[config.mk]
export PLATFORM = sky130hd
export DESIGN_NAME = fetch_queue
export DESIGN_NICKNAME = d
export VERILOG_FILES = /design/src/rtl/fetch_queue.sv
export SDC_FILE = /design/constraint.sdc
export NUM_CORES = 1
export LEC_CHECK = 0
export ABC_CLOCK_PERIOD_IN_PS = 5800
export CORE_UTILIZATION = 57
export CTS_BUF_LIST = sky130_fd_sc_hd__clkbuf_8
export CTS_CLUSTER_DIAMETER = 100
export CTS_CLUSTER_SIZE = 12
export DETAILED_ROUTE_END_ITERATION = 10
export GPL_TIMING_DRIVEN = 0
export HOLD_SLACK_MARGIN = 0.05
export PLACE_DENSITY = 0.93
export SLEW_MARGIN = 20
export SYNTH_ARGS = -nofsm -noshare
export SYNTH_HDL_FRONTEND = slang
export SYNTH_SLANG_ARGS = --single-unit
export TNS_END_PERCENT = 50
[constraint.sdc]
create_clock -name clk_i -period 5.8 [get_ports clk_i]
set_input_delay 0.58 -clock clk_i [delete_from_list [all_inputs] [get_ports clk_i]]
set_output_delay 0.58 -clock clk_i [all_outputs]
set_load 0.02 [all_outputs]
[src/rtl/fetch_queue.sv]
`default_nettype none
`timescale 1ns/1ps
// ============================================================================
//  Module      : fetch_queue
//  Description : Instruction-fetch stage behind the PC register. Issues
//                in-order fetches tagged with their PC, buffers returned
//                instructions in a DEPTH-entry queue toward decode, and
//                discards queued/in-flight work on a redirect (flush).
//  Revision    : 1.0  initial release
// ============================================================================
module fetch_queue #(
    parameter int DATA_WIDTH = 32,
    parameter int ADDR_WIDTH = 32,
    parameter int DEPTH      = 4
) (
    input  logic                       clk_i,
    input  logic                       rst_i,
    input  logic [ADDR_WIDTH-1:0]      pc_i,
    output logic                       pc_en_o,
    input  logic                       flush_i,
    output logic                       imem_req_o,
    output logic [ADDR_WIDTH-1:0]      imem_addr_o,
    input  logic                       imem_gnt_i,
    input  logic                       imem_rvalid_i,
    input  logic [DATA_WIDTH-1:0]      imem_rdata_i,
    output logic                       instr_valid_o,
    input  logic                       instr_ready_i,
    output logic [DATA_WIDTH-1:0]      instr_o,
    output logic [ADDR_WIDTH-1:0]      instr_pc_o,
    output logic [$clog2(DEPTH):0]     count_o
);

    localparam int c_IDX_W = $clog2(DEPTH);
    localparam int c_PTR_W = c_IDX_W + 1;
    // DEPTH widened by one bit so it can be compared against count+drop
    localparam logic [c_PTR_W:0] c_DEPTH_X = (c_PTR_W + 1)'(DEPTH);

    // Pointers carry an extra wrap bit so full and empty differ
    logic [c_PTR_W-1:0]    r_alloc_ptr;
    logic [c_PTR_W-1:0]    r_fill_ptr;
    logic [c_PTR_W-1:0]    r_rd_ptr;
    logic [c_PTR_W-1:0]    r_count;
    logic [c_PTR_W-1:0]    r_drop_cnt;

    logic [ADDR_WIDTH-1:0] r_pc_mem   [DEPTH];
    logic [DATA_WIDTH-1:0] r_data_mem [DEPTH];
    logic [DEPTH-1:0]      r_filled;

    logic [c_IDX_W-1:0]    w_alloc_idx;
    logic [c_IDX_W-1:0]    w_fill_idx;
    logic [c_IDX_W-1:0]    w_head_idx;
    logic [c_PTR_W-1:0]    w_pending;
    logic [c_PTR_W:0]      w_inflight;
    logic                  w_req;
    logic                  w_accept;
    logic                  w_resp_drop;
    logic                  w_resp_fill;
    logic                  w_valid;
    logic                  w_pop;

    // Request/accept/response/pop decode; request withheld during reset and flush
    always_comb begin
        w_alloc_idx = r_alloc_ptr[c_IDX_W-1:0];
        w_fill_idx  = r_fill_ptr[c_IDX_W-1:0];
        w_head_idx  = r_rd_ptr[c_IDX_W-1:0];
        w_pending   = r_alloc_ptr - r_fill_ptr;
        w_inflight  = {1'b0, r_count} + {1'b0, r_drop_cnt};
        w_req       = !rst_i && !flush_i && (w_inflight < c_DEPTH_X);
        w_accept    = w_req && imem_gnt_i;
        // Stale responses owed from before a flush are consumed first
        w_resp_drop = imem_rvalid_i && (r_drop_cnt != '0);
        w_resp_fill = imem_rvalid_i && (r_drop_cnt == '0) && (w_pending != '0);
        w_valid     = (r_count != '0) && r_filled[w_head_idx];
        w_pop       = w_valid && instr_ready_i;
    end

    assign imem_req_o    = w_req;
    assign imem_addr_o   = pc_i;
    assign pc_en_o       = !rst_i && (w_accept || flush_i);
    assign count_o       = r_count;
    assign instr_valid_o = w_valid;
    // Head fields are masked when not valid so no stale word is ever presented
    assign instr_o       = w_valid ? r_data_mem[w_head_idx] : '0;
    assign instr_pc_o    = w_valid ? r_pc_mem[w_head_idx]   : '0;

    // Pointer, occupancy and drop bookkeeping; flush clears the queue and
    // converts every still-pending fetch into a response to be discarded
    always_ff @(posedge clk_i or posedge rst_i) begin
        if (rst_i) begin
            r_alloc_ptr <= '0;
            r_fill_ptr  <= '0;
            r_rd_ptr    <= '0;
            r_count     <= '0;
            r_drop_cnt  <= '0;
        end else if (flush_i) begin
            r_alloc_ptr <= '0;
            r_fill_ptr  <= '0;
            r_rd_ptr    <= '0;
            r_count     <= '0;
            r_drop_cnt  <= r_drop_cnt + w_pending
                           - c_PTR_W'(w_resp_drop || w_resp_fill);
        end else begin
            if (w_accept)    r_alloc_ptr <= r_alloc_ptr + 1'b1;
            if (w_resp_fill) r_fill_ptr  <= r_fill_ptr + 1'b1;
            if (w_pop)       r_rd_ptr    <= r_rd_ptr + 1'b1;
            if (w_resp_drop) r_drop_cnt  <= r_drop_cnt - 1'b1;
            r_count <= r_count + c_PTR_W'(w_accept) - c_PTR_W'(w_pop);
        end
    end

    // Per-slot filled flag: cleared on allocation, set when its response lands
    always_ff @(posedge clk_i or posedge rst_i) begin
        if (rst_i) begin
            r_filled <= '0;
        end else if (flush_i) begin
            r_filled <= '0;
        end else begin
            if (w_accept)    r_filled[w_alloc_idx] <= 1'b0;
            if (w_resp_fill) r_filled[w_fill_idx]  <= 1'b1;
        end
    end

    // Slot payload storage; contents are only observed through filled/valid
    always_ff @(posedge clk_i) begin
        if (w_accept)    r_pc_mem[w_alloc_idx]  <= pc_i;
        if (w_resp_fill) r_data_mem[w_fill_idx] <= imem_rdata_i;
    end

endmodule
`default_nettype wire

# Yosys cells after proc, flatten, opt, wreduce, memory -nomap -nowiden
# Memory sizes are Yosys's and may differ from the RTL's.
# Index checks and enable logic that the tools add are counted.
[word_totals]
input_bits = 70
reg_bits = 19
mem_bits_rw = 256
out_inout_bits = 102
n_memories = 2
[op_classes]
n_bitwise = 3
n_addsub = 10
reduce_logical = 23
n_lt_le_gt_ge = 6
mux = 25
[mem_list]
columns = ["memory", "words", "width", "read_ports", "rd_clocked_by_memory_dff", "write_ports", "line_no", "text"]
rows = [
  ["r_data_mem", 4, 32, 1, 0, 1, "46", "logic [DATA_WIDTH-1:0] r_data_mem [DEPTH];"],
  ["r_pc_mem", 4, 32, 1, 0, 1, "45", "logic [ADDR_WIDTH-1:0] r_pc_mem [DEPTH];"],
]
[ops]
columns = ["operator", "count"]
rows = [
  ["two-way mux 32 bit", 2],
  ["two-way mux 3 bit", 9],
  ["two-way mux 4 bit", 4],
  ["logical AND 1 bit", 11],
  ["adder 3 x 1 -> 3 bit (second input constant)", 3],
  ["less-than comparator 2 x 3 -> 1 bit (second input constant)", 3],
  ["nonzero test 3 bit", 3],
  ["nonzero test 2 bit", 4],
  ["two-way mux 1 bit", 7],
  ["subtractor 3 x 1 -> 3 bit", 2],
  ["adder 3 x 3 -> 4 bit", 1],
  ["bitwise AND 4 bit", 1],
  ["demux 1 bit (select 2 bit)", 2],
  ["greater-or-equal comparator 2 x 1 -> 1 bit (second input constant)", 2],
  ["less-than comparator 4 x 3 -> 1 bit (second input constant)", 1],
  ["NOT 4 bit", 1],
  ["bitwise OR 4 bit", 1],
  ["adder 3 x 1 -> 3 bit", 1],
  ["adder 3 bit", 1],
  ["logical NOT 3 bit", 1],
  ["subtractor 3 x 1 -> 3 bit (second input constant)", 1],
  ["subtractor 3 bit", 1],
  ["binary-select mux 1 bit (select 2 bit)", 1],
  ["logical NOT 1 bit", 2],
  ["logical OR 1 bit", 2],
]

# Depth between registers and ports, before layout
[logic_depth]
ltp_word = 11
mapped_depth = 14
depth_no_buf = 14

# Worst setup path before layout
# OpenSTA, ideal clock, no wires.
[synth_timing]
kind = "reg-to-reg"
startpoint = "register r_alloc_ptr[0]"
endpoint = "memory r_data_mem[0][0], enable pin"
t_required_ns = 5.379
t_arrival_ns = 2.823
setup_slack_ns = 2.556
path_stages_with_launch = 7
period_less_slack_ns = 3.244
setup_time_ns = 0.421
path_buffers = 0
path_cell_list = "dfrtp_1 -> inv_1 -> ha_1 -> fa_1 -> xor3_1 -> o21ai_4 -> nor2_1"
[synth_via]
elab_chain_len = 5
[synth_lines]
columns = ["element", "line_no", "text"]
rows = [
  ["from (decl)", "39", "logic [c_PTR_W-1:0] r_alloc_ptr;"],
  ["from (signal assigned)", "103", "if (w_accept) r_alloc_ptr <= r_alloc_ptr + 1'b1;"],
  ["subtractor 3 bit", "66", "w_pending = r_alloc_ptr - r_fill_ptr;"],
  ["nonzero test 3 bit", "72", "w_resp_fill = imem_rvalid_i && (r_drop_cnt == '0) && (w_pending != '0);"],
  ["logical AND 1 bit", "72", ""],
  ["two-way mux 1 bit", "126", "if (w_resp_fill) r_data_mem[w_fill_idx] <= imem_rdata_i;"],
  ["two-way mux 1 bit (not written as such)", "126", ""],
  ["to (decl)", "46", ""],
]
# No other way between the ends.

# Worst setup path after layout
[layout_timing]
startpoint = "register r_alloc_ptr[0]"
endpoint = "register r_drop_cnt[2]"
[layout_via]
elab_chain_len = 6
word_cells_on_any_way = 7
classes_between = "3 x add/sub; 1 x mux; 3 x reduce/logical"
[layout_lines]
columns = ["element", "line_no", "text"]
rows = [
  ["subtractor 3 bit (*)", "66", ""],
  ["parallel branches: the longest is 3 deep, another holds adder 3 bit", "n/a", ""],
  ["subtractor 3 x 1 -> 3 bit (*)", "101", "- c_PTR_W'(w_resp_drop || w_resp_fill);"],
  ["two-way mux 3 bit (*)", "95", "end else if (flush_i) begin"],
  ["to (signal assigned)", "100", "r_drop_cnt <= r_drop_cnt + w_pending"],
  ["to (signal assigned)", "106", "if (w_resp_drop) r_drop_cnt <= r_drop_cnt - 1'b1;"],
  ["to (decl)", "43", "logic [c_PTR_W-1:0] r_drop_cnt;"],
]
# Mark *: on every way between the ends.
# A chain may end at the register's enable or synchronous reset.

==> results.json <==
{
  "status": "finished clean",
  "grt.total_usage_pct": 23.1,
  "cts_tree": "yes",
  "die-area_um2": 20300,
  "layout.cells.non_filler": 1053,
  "ys_ff_latch": 274,
  "start_kind": "flip-flop",
  "setup_viol": 0,
  "clock_latency_ns": 0.54,
  "firstDrtPassIters": 5,
  "worst_slew_pin_slew_ns": 0.751,
  "fin_crit_ns": 3.59,
  "clkPwrFrac_pct": 29.1,
  "drc": 0,
  "use_met2_pct": 40.5,
  "crit_arrival_ns": 4.06,
  "internal_power_w": 0.00280,
  "die_h_um": 142,
  "powerDensity_nw_per_um2": 258,
  "synth_area_um2": 11200,
  "drt_iter0_drc": 426,
  "crit_type": "flip-flop to flip-flop",
  "wirelength_mm": 22.7,
  "diodes": 0,
  "synth-async-reset-ratio_pct": 6.57,
  "path_max_fanout": 9,
  "io_pins": 172,
  "netlist_top_cells_area": "edfxtp_1 68%, mux4_2 13%, dfrtp_1 4.0%, nor2b_1 3.6%, buf_4 2.4%",
  "drive_gt1_share_pct": 20.3,
  "gp_congestion": 0.777,
  "synth_nets": 660,
  "rsz0062_at_grt": "false",
  "power_switching_w": 0.000781,
  "finish.net_count": 865,
  "pwr-share-comb_pct": 9.0,
  "io_buffers": 170,
  "antenna_found_initial": 0,
  "met1_usage_pct": 29.2,
  "dp_hpwl_mm": 15.4,
  "vias": 5905,
  "area_delta_synth_final_pct": 23.9,
  "synth.distinct_cells": 35,
  "ctsResizeCount": 0,
  "grt_pass1_vias": 6342,
  "clock_sinks": 274,
  "synth_area_leader_cell": "edfxtp_1",
  "cp-end-kind": "flip-flop",
  "slew_headroom_pct": 49.9,
  "fin_skew_ns": 0.0196,
  "yosysWarnings": 0,
  "grt_util_met3_pct": 2.86,
  "final_antenna_net_count": 0,
  "initial_core_util_pct": 59.0,
  "finalHoldViolCount": 0,
  "vias_per_cell": 5.61,
  "fill_cells": 1127,
  "swShare_pct": 21.8,
  "required_ns": 6.27,
  "synth-edff-count": 256,
  "tns_ns": 0,
  "cts_buffers": 26,
  "p_leak_nw": 4.67,
  "synthFlopType": "edfxtp_1",
  "clock-root-buffer": "clkbuf_8",
  "syn_inst": 569,
  "ctsHoldBuffers": 0,
  "rows": 50,
  "place_inst": 1006,
  "die_w_um": 142,
  "fmaxAchievable_mhz": 279,
  "wl_per_cell_um": 21.6,
  "p_seq_share_pct": 61.8,
  "grt_max_degree": 33,
  "grt.busiest_layer": "met2",
  "h-tree-depth": 1,
  "seq_area_frac_synth_pct": 72.5,
  "synth.top_cell.area_share_pct": 68.5,
  "slew_viol_final": 0,
  "multi_input_area_um2": 2630,
  "clk_pin_slew_ns": 0.08,
  "core_um2": 19000,
  "grt_overflow_total": 0,
  "min_path_type": "flip-flop to flip-flop",
  "clockBufferDepth": 3,
  "period_share_pct": 61.9,
  "post_cts_buffers": 0,
  "grt_pass1_wl_mm": 34.8,
  "vdd_drop_max_mv": 0.185,
  "drv_cap": 0,
  "seqCellArea_um2": 8140,
  "syn_area_per_cell_um2": 19.7
}
## registers in the layout, summed over array words and instances, names as in the netlist
signal,flops
r_pc_mem,128
r_rd_ptr,2
r_data_mem,128
r_fill_ptr,3
r_drop_cnt,3
r_filled,4
count_o,3
r_alloc_ptr,3
## Yosys cell counts, types with 2 or more instances
cell type,n
inv_1,19
o311a_1,2
nand2_1,8
mux2i_1,3
fa_1,3
a21oi_1,4
nor2_1,14
buf_1,2
edfxtp_1,256
buf_6,7
mux4_2,65
dfrtp_1,18
nor2b_1,65
buf_4,36
clkbuf_1,4
and2_1,3
xnor2_1,6
o32ai_1,3
xor2_1,4
o21ai_0,2
buf_2,9
nand2b_1,5
ha_1,18
nand3_1,2
## cell families after synthesis
family / count (synthesis) / synth area share [%]
flops: 274 / 72.5
simple gates: 102 / 5.22
buf+inv: 77 / 4.35
mux: 68 / 13.3
fa+ha+maj: 21 / 2.54
compound gates: 16 / 1.10
xor+xnor: 11 / 0.992
## per-stage QoR
| step | power (W) | instance area [um^2] | setup slack (ns) | utilization (%) | hold slack, ns |
|---|---|---|---|---|---|
| after floorplan | 0.00243 | 11200 | 2.56 | - | 0.472 |
| after global placement | 0.00255 | 13300 | 1.35 | 69.7 | 0.501 |
| after detailed placement | 0.00258 | 13400 | 2.23 | 70.7 | 0.513 |
| after CTS | 0.00361 | 13900 | 2.22 | 73.1 | 0.525 |
| after global routing | 0.00370 | 13900 | 2.04 | 73.1 | 0.557 |
| final | 0.00359 | 13900 | 2.21 | 73.1 | 0.520 |
## placed cells by master (no fill, tap or decap), drive strengths merged, types with 2 or more instances in the layout
cell type      Yosys  layout
mux4              65      65
xor2               4       4
buf               54      61
xnor2              6       6
clkbuf             4      32
a21oi              4       4
nor2              14      14
o311a              2       2
o32ai              3       3
and2               3       3
nor2b             65      65
clkdlybuf4s50      0     170
inv               19      38
mux2i              3       3
nand2              8       8
ha                18      18
dfrtp             18      18
fa                 3       3
o21ai              3       3
nand3              2       2
edfxtp           256     256
nand2b             5       5
## layer usage
layer | up-vias | routed length, um | share of wire (%)
met4 | 0 | 908 | 4.0
met3 | 67 | 1240 | 5.5
met2 | 240 | 12000 | 53
met1 | 3010 | 8570 | 38
li1 | 2588 | - | -
met5 | - | 0 | 0
## worst max-delay path, cell delays in order (launching register included)
cell     delay [ns]
dfrtp_1        0.43
inv_1          0.11
ha_1           0.22
fa_1           0.37
xor3_1         0.28
o21ai_4        0.43
nand2_1        0.11
ha_1           0.28
inv_1          0.04
ha_1           0.20
fa_1           0.40
xor2_1         0.18
xnor2_1        0.12
mux2i_1        0.19
xor2_1         0.16
## layout make-up
class / count / share of cell area (%)
Clock buffer: 28 / 2.77
Buffer: 58 / 3.00
Timing Repair Buffer: 177 / 13.4
Tap cell: 260 / 2.34
Multi-Input combinational cell: 218 / 18.9
Sequential cell: 274 / 58.5
Clock inverter: 19 / 0.513
Inverter: 19 / 0.513
## power groups by stage
stage	Sequential, W	Combinational (W)	Clock, W
finish	0.00222	0.000324	0.00104
floorplan	0.00226	0.000176	0
CTS	0.00222	0.000325	0.00107
global route	0.00222	0.000350	0.00113
global placement	0.00226	0.000290	0
detailed placement	0.00226	0.000323	0
## worst paths after layout
path	start	end	slack, ns	cells past startpoint
max	r_alloc_ptr[0]	r_drop_cnt[2]	2.21	14
min reg2reg	r_alloc_ptr[2]	r_alloc_ptr[2]	0.52	1
max reg2reg	r_alloc_ptr[0]	r_drop_cnt[2]	2.21	14
min in group asynchronous	rst_i	r_drop_cnt[2]	0.54	2
min	r_alloc_ptr[2]	r_alloc_ptr[2]	0.52	1
max in group asynchronous	rst_i	count_o[0]	4.78	2
No activity file was read; power rests on OpenSTA's default activity.
